$ cat src/rtl/regfile_wb_arbiter_pkg.sv
// rtl/regfile_wb_arbiter_pkg.sv - shared types and sizes for the register-file writeback arbiter
package regfile_wb_arbiter_pkg;

  localparam int REG_IDX_W = 3;
  localparam int NUM_REGS  = 8;

  typedef enum logic {
    SRC_ALU = 1'b0,
    SRC_MEM = 1'b1
  } src_e;

endpackage

$ cat src/rtl/regfile_wb_arbiter_decoder.sv
// rtl/regfile_wb_arbiter_decoder.sv - binary index to one-hot decoder
module decoder #(
  parameter int IN_W  = 3,
  parameter int OUT_W = 1 << IN_W
) (
  input  logic [IN_W-1:0]  in_idx,
  output logic [OUT_W-1:0] out_onehot
);

  always_comb begin
    out_onehot         = '0;
    out_onehot[in_idx] = 1'b1;
  end

endmodule

$ cat src/rtl/regfile_wb_arbiter.sv
// rtl/regfile_wb_arbiter.sv - round-robin arbiter sharing the register-file write port between ALU and load results
module regfile_wb_arbiter
  import regfile_wb_arbiter_pkg::*;
#(
  parameter int DATA_W  = 32,
  parameter bit ZERO_RO = 1'b0
) (
  input  logic                 clk,
  input  logic                 reset,
  input  logic                 aluValid,
  input  logic [REG_IDX_W-1:0] aluDest,
  input  logic [DATA_W-1:0]    aluData,
  output logic                 aluReady,
  input  logic                 memValid,
  input  logic [REG_IDX_W-1:0] memDest,
  input  logic [DATA_W-1:0]    memData,
  output logic                 memReady,
  input  logic                 wbStall,
  output logic                 wbValid,
  output logic [REG_IDX_W-1:0] wbDest,
  output logic [DATA_W-1:0]    wbData,
  output logic [NUM_REGS-1:0]  wbEn,
  output logic [15:0]          collCnt
);

  src_e                 last_grant_q, last_grant_d;
  logic                 wb_valid_q, wb_valid_d;
  logic [REG_IDX_W-1:0] wb_dest_q, wb_dest_d;
  logic [DATA_W-1:0]    wb_data_q, wb_data_d;
  logic [NUM_REGS-1:0]  wb_en_q, wb_en_d;
  logic [15:0]          coll_cnt_q, coll_cnt_d;

  logic                 grant_alu, grant_mem, xfer, discard;
  logic [REG_IDX_W-1:0] win_dest;
  logic [DATA_W-1:0]    win_data;
  logic [NUM_REGS-1:0]  dest_onehot;

  // On a tie the source that did not win last time gets the port.
  always_comb begin
    grant_alu = aluValid && (!memValid || (last_grant_q == SRC_MEM));
    grant_mem = memValid && !grant_alu;
    aluReady  = grant_alu && !wbStall;
    memReady  = grant_mem && !wbStall;
    xfer      = aluReady || memReady;
    win_dest  = grant_alu ? aluDest : memDest;
    win_data  = grant_alu ? aluData : memData;
    discard   = ZERO_RO && (win_dest == '0);
  end

  always_comb begin
    last_grant_d = last_grant_q;
    wb_valid_d   = wb_valid_q;
    wb_dest_d    = wb_dest_q;
    wb_data_d    = wb_data_q;
    coll_cnt_d   = coll_cnt_q;
    if (!wbStall) begin
      wb_valid_d = xfer && !discard;
      if (xfer) begin
        last_grant_d = grant_alu ? SRC_ALU : SRC_MEM;
        wb_dest_d    = win_dest;
        wb_data_d    = win_data;
      end
      if (aluValid && memValid && (coll_cnt_q != 16'hFFFF)) begin
        coll_cnt_d = coll_cnt_q + 16'd1;
      end
    end
  end

  decoder #(.IN_W(REG_IDX_W), .OUT_W(NUM_REGS)) u_dec (
    .in_idx     (wb_dest_d),
    .out_onehot (dest_onehot)
  );

  always_comb begin
    wb_en_d = dest_onehot & {NUM_REGS{wb_valid_d}};
  end

  always_ff @(posedge clk or posedge reset) begin
    if (reset) begin
      last_grant_q <= SRC_MEM;
      wb_valid_q   <= 1'b0;
      wb_dest_q    <= '0;
      wb_data_q    <= '0;
      wb_en_q      <= '0;
      coll_cnt_q   <= '0;
    end else begin
      last_grant_q <= last_grant_d;
      wb_valid_q   <= wb_valid_d;
      wb_dest_q    <= wb_dest_d;
      wb_data_q    <= wb_data_d;
      wb_en_q      <= wb_en_d;
      coll_cnt_q   <= coll_cnt_d;
    end
  end

  assign wbValid = wb_valid_q;
  assign wbDest  = wb_dest_q;
  assign wbData  = wb_data_q;
  assign wbEn    = wb_en_q;
  assign collCnt = coll_cnt_q;

endmodule

$ cat config.mk
export PLATFORM = sky130hd
export DESIGN_NAME = regfile_wb_arbiter
export DESIGN_NICKNAME = d
export VERILOG_FILES = /design/src/rtl/regfile_wb_arbiter_pkg.sv /design/src/rtl/regfile_wb_arbiter_decoder.sv /design/src/rtl/regfile_wb_arbiter.sv
export SDC_FILE = /design/constraint.sdc
export NUM_CORES = 1
export LEC_CHECK = 0
export CORE_MARGIN = 3
export CORE_UTILIZATION = 43
export CTS_CLUSTER_SIZE = 10
export DETAILED_ROUTE_END_ITERATION = 10
export GPL_ROUTABILITY_DRIVEN = 0
export GPL_TIMING_DRIVEN = 0
export PLACE_DENSITY = 0.94
export SYNTH_ARGS = -nofsm -noshare
export SYNTH_HDL_FRONTEND = slang
export SYNTH_HIERARCHICAL = 1
export SYNTH_SLANG_ARGS = --single-unit
$ cat constraint.sdc
create_clock -name clk -period 3.9 [get_ports clk]
set_input_delay 0.975 -clock clk [delete_from_list [all_inputs] [get_ports clk]]
set_output_delay 0.975 -clock clk [all_outputs]
set_load 0.01 [all_outputs]
# == After elaboration in Yosys (flattened, before gate mapping) ==
# Cells that the tools add are included.
# W data, S select, Z words.
# totals
register_bits,61
latchBits,0
mem_bits_rw,0
romBits,0
word_cells,34
n_memories,0
# op_classes
n_addsub,1
multipliers,0
div_mod_pow,0
magnitude_cmp,2
n_eq_ne,1
n_shift,0
muxes,8
n_bitwise,2
n_reduce_logical,14
# op_table
operator,count
$mux W32,1
$add A16 B1 Y16 const B,1
$ne A16 B16 Y1 const B,1
$mux W3,3
$and A8 B8 Y8,1
$logic_and A1 B1 Y1,7
$lt A3 B4 Y1 const B,1
$reduce_and A2 Y1,2
$demux W1 S3,1
$ge A3 B1 Y1 const B,1
$logic_not A1 Y1,3
$mux W1,3
$logic_or A1 B1 Y1,2
$not A1 Y1,1

# == Longest topological paths before layout ==
# depth
depth_word,14
ltp_mapped,8
depth_no_buf,6

# == Hierarchy ==
# Netlist, hierarchy kept.
# by_module_without_submodules
module,instances,cells_each,area_each_um2,seq_area_each_um2
regfile_wb_arbiter,1,249,2711.4,1527.7
decoder,1,8,65.1,0.0

# == Worst setup path after synthesis ==
# OpenSTA, ideal clock, no wires.
# synth_timing
path_type,input to output
start,input memValid
end,output memReady
arrival_time_ns,1.858
required_time_ns,2.925
setup_slack_ns,1.067
cell_stages,5
path_cell_list,inv_1 -> o21ai_0 -> buf_2 -> buf_2 -> and3_1
# synth_between
elab_chain_cells,6
# synth_rtl
item,line_no,rtl
start: declaration,regfile_wb_arbiter.sv:14,"input logic memValid,"
$logic_not A1 Y1,regfile_wb_arbiter.sv:40,grant_alu = aluValid && (!memValid || (last_grant_q == SRC_MEM));
$logic_or A1 B1 Y1,regfile_wb_arbiter.sv:40,
$logic_and A1 B1 Y1,regfile_wb_arbiter.sv:40,
$logic_not A1 Y1,regfile_wb_arbiter.sv:41,grant_mem = memValid && !grant_alu;
$logic_and A1 B1 Y1 *,regfile_wb_arbiter.sv:41,
$logic_and A1 B1 Y1 *,regfile_wb_arbiter.sv:43,memReady = grant_mem && !wbStall;
end: declaration,regfile_wb_arbiter.sv:17,"output logic memReady,"
# Mark *: on every way between the ends. The rest lies on a longest branch, timed or not.

# == Worst setup path after layout ==
# Same ends and word-level chain as after synthesis.

==> summary.md <==
| Metric | Value |
|---|---|
| Status | `complete, no violations` |
| Most used cell, CP | `clkdlybuf4s50_1` |
| Nets | `480` |
| CTS tree | `yes` |
| Post-DP Area | `4250 sq um` |
| Top_reg_cell synth | `dfrtp_1` |
| Worst VDD drop | `254 uV` |
| RR Startpoint | `last_grant_q` |
| ANT cells | `0` |
| Sequential share of power | `44.3%` |
| CTS Sinks | `61` |
| Total vias in the final route | `2464` |
| Placed Instances | `469` |
| P_sw | `496 uW` |
| Num CTS Buffers | `9` |
| Sequential area share after synthesis | `55.0%` |
| CTS root buffer | `clkbuf_8` |
| Wirelength per Cell | `16.2 um` |
| Starting Density | `45.5%` |
| Initial drt markers | `49` |
| CP Launch Type | `input pin` |
| Post-synth ARST share | `100%` |
| Hold Crit Class | `flop to flop` |
| Clock share of power | `28.1%` |
| Critical-path maximum fanout | `19` |
| R2R Setup Slk | `1.47 ns` |
| Critical Setup Path Class | `input pin to output pin` |
| DRC viols | `0` |
| Finished Layout Cells | `483` |
| Hold Vio Cnt, Final | `0` |
| Syn Nets | `333` |
| Final ANT Viol Nets | `0` |
| Sw frac | `27.8%` |
| Final Instance Area | `4430 sq um` |
| Clock slew at reported path FFs | `0.07 ns` |
| Post-synth EDFFs | `0` |
| Syn_area_per_cell | `10.8 sq um` |
| Clock Skew | `0.00604 ns` |
| IO Count | `137` |
| # hold bufs at CTS | `0` |
| Crit path depth | `6` |
| Vias per inst | `5.10` |
| # rows | `28` |
| CP max-delay cell | `clkdlybuf4s50_1` |
| Combinational group share of total power | `27.6%` |
| Hold Crit Start | `wbData[31]` |
| CTS H-tree depth | `3` |
| TritonRoute pass-1 iters | `4` |
| Fillers | `491` |
| CP bufs+invs | `4` |
| Crit path DAT | `2.78 ns` |
| Cell count after synthesis | `257` |
| Total gr overflow | `0` |
| Crit path time final | `3.76 ns` |
| Cell count of the worst reg-to-reg path | `7` |
| P_int | `1.29 mW` |
| Pleak | `2.03 nW` |
| Clock Latency Late Sink | `0.32 ns` |
| R2r endpoint | `wbEn[5]` |
| Worst-Margin Slew | `1.03 ns` |
| Final WL | `7.81 mm` |
| Core area | `6100 sq um` |
| YS warnings | `6` |
| DIE AREA | `7460 sq um` |
| PortBufs | `136` |
| Worst rel slew slack | `30.7%` |
| Max_cap viols | `0` |
| Total track usage | `21.9%` |
| Setup crit start | `memValid` |
| Final setup violation count | `0` |
| Fraction of layout cells with a size suffix above 1 | `7.11%` |
| Max Fclk | `266 MHz` |
| Distinct cells, synth | `33` |
| Critical Path End | `memReady` |
| Worst Setup End Kind | `output pin` |
| Crit path largest cell delay | `0.54 ns` |
| CP required | `2.92 ns` |
| Width of the die | `86.4 um` |
| Initial antenna violation count | `0` |
| Yosys reg bits | `61` |
| Chip Height | `86.4 um` |
| WHS | `0.480 ns` |
| Period utilisation layout | `96.3%` |
| Cell area after synthesis | `2780 sq um` |
| Layout area overhead | `59.4%` |
| Post-DP HPWL | `6.07 mm` |
| Top delay family on crit path | `buffers and inverters` |
| Largest net degree at the start of global routing | `32` |
| Power Density | `403 nW/um^2` |
| First-pass GRT wire length | `12.8 mm` |
| RSZ-0062 raised after global routing | `no` |
| Max Buffers Root-to-Sink | `2` |
| CP Cell Sequence | `clkdlybuf4s50_1, inv_1, o21ai_0, buf_4, and3_1, clkdlybuf4s50_1` |
| Pins Over Slew Limit | `0` |
| Number of global-route vias before repair | `2668` |
-- synth_stat cells (4+ instances only) --
| library cell | instances | area share (%) |
|---|---|---|
| and2_1 | 8 | 1.8 |
| buf_2 | 5 | 0.90 |
| clkbuf_1 | 8 | 1.1 |
| dfrtp_1 | 60 | 54 |
| inv_1 | 4 | 0.54 |
| mux2i_1 | 35 | 13 |
| nand2_1 | 41 | 5.5 |
| nand3_1 | 7 | 1.3 |
| nor3_1 | 6 | 1.1 |
| o21ai_0 | 36 | 6.5 |
| xnor2_1 | 7 | 2.2 |
| xor2_1 | 8 | 2.5 |
-- power groups by stage --
stage | Sequential, mW | Clock (mW) | Combinational (mW)
5_1_grt | 0.801 | 0.542 | 0.531
2_1_floorplan | 0.829 | 0 | 0.157
3_5_place_dp | 0.800 | 0 | 0.496
3_3_place_gp | 0.791 | 0 | 0.477
4_1_cts | 0.790 | 0.512 | 0.501
6_report | 0.791 | 0.501 | 0.492
-- layout by cell type (no fill, tap or decap), drive strengths merged --
cell / n
nand2: 41
clkdlybuf4s50: 136
clkbuf: 22
or4: 1
nor3b: 3
a31oi: 1
dfstp: 1
nand4: 4
clkinv: 1
xor2: 8
mux2i: 35
xnor2: 7
and4: 1
buf: 5
a21oi: 1
nand3: 7
nor2: 3
and2: 9
and4bb: 2
mux2: 1
nor4b: 1
and3b: 4
dfrtp: 60
inv: 4
and3: 4
o21ai: 37
nor4: 1
nor3: 6
nand4b: 1
ha: 1
-- metal layers --
metal,up-vias,GRT usage [%],part of all wire (%)
met1,1160,24.3,39
met2,100,39.4,52
met3,20,5.70,6.8
met5,-,0,0
li1,1184,-,-
met4,0,9.21,2.8
-- flip-flops by register name (all words and copies together), names as in the netlist, named ones only --
register      cells
wbData           32
collCnt          16
wbEn              8
wbDest            3
last_grant_q      1
-- stage by stage --
step,util [%],setup TNS [ns],total power [mW],setup WS [ns]
final,72.6,0,1.78,0.143
after global routing,72.6,0,1.87,0.0300
after CTS,72.7,0,1.80,0.0113
after detailed placement,69.7,-0.188,1.30,-0.178
after global placement,69.4,-0.157,1.27,-0.157
after floorplan,-,0,0.986,1.07
-- how the worst min path moves through the flow --
stage | endpoint | cells past startpoint
floorplan | last_grant_q | 2
global placement | wbData[10] | 2
detailed placement | wbData[31] | 2
CTS | wbData[24] | 2
global route | wbData[31] | 2
finish | wbData[31] | 2
-- logic make-up (layout without fill, tap and decap cells) --
| family | count (synthesis) | count (layout) | share of synthesized area [%] |
|---|---|---|---|
| AO/OA/AOI/OAI | 39 | 39 | 7.07 |
| XOR/XNOR | 15 | 15 | 4.73 |
| adder cells (fa/ha/maj) | 1 | 1 | 0.451 |
| buffers and inverters | 17 | 168 | 2.52 |
| flip-flops | 61 | 61 | 55.0 |
| multiplexers | 36 | 36 | 13.2 |
| AND/OR/NAND/NOR | 88 | 88 | 17.0 |
-- worst register-to-register path: cells and delay by family (launching register included) --
kind	cells	cell delay [ns]
and+or+nand+nor	2	0.40
muxes	1	0.13
DFF	1	0.38
AOI/OAI and AO/OA	2	0.72
buffers and inverters	2	0.70
-- cell type report --
cell class                 instances  area, sq um  area share, %
timing repair buffer             137         1380           31.2
sequential                        61         1530           34.5
clock buffer                      14          173           3.90
clock inverter                     1         5.00          0.113
tap                               75         93.8           2.12
inverter                           4         15.0          0.339
multi-input combinational        179         1180           26.6
buffer                            12         52.6           1.19
-- repair_timing --
| action | 4_1_cts | 5_1_grt |
|---|---|---|
| resized for setup | 2 | 0 |
| setup buffers | 0 | 0 |
| cloned | 0 | 0 |
| endpoints found under the setup margin | 2 | 1 |
Note: power is estimated with default switching activity, not from simulation.
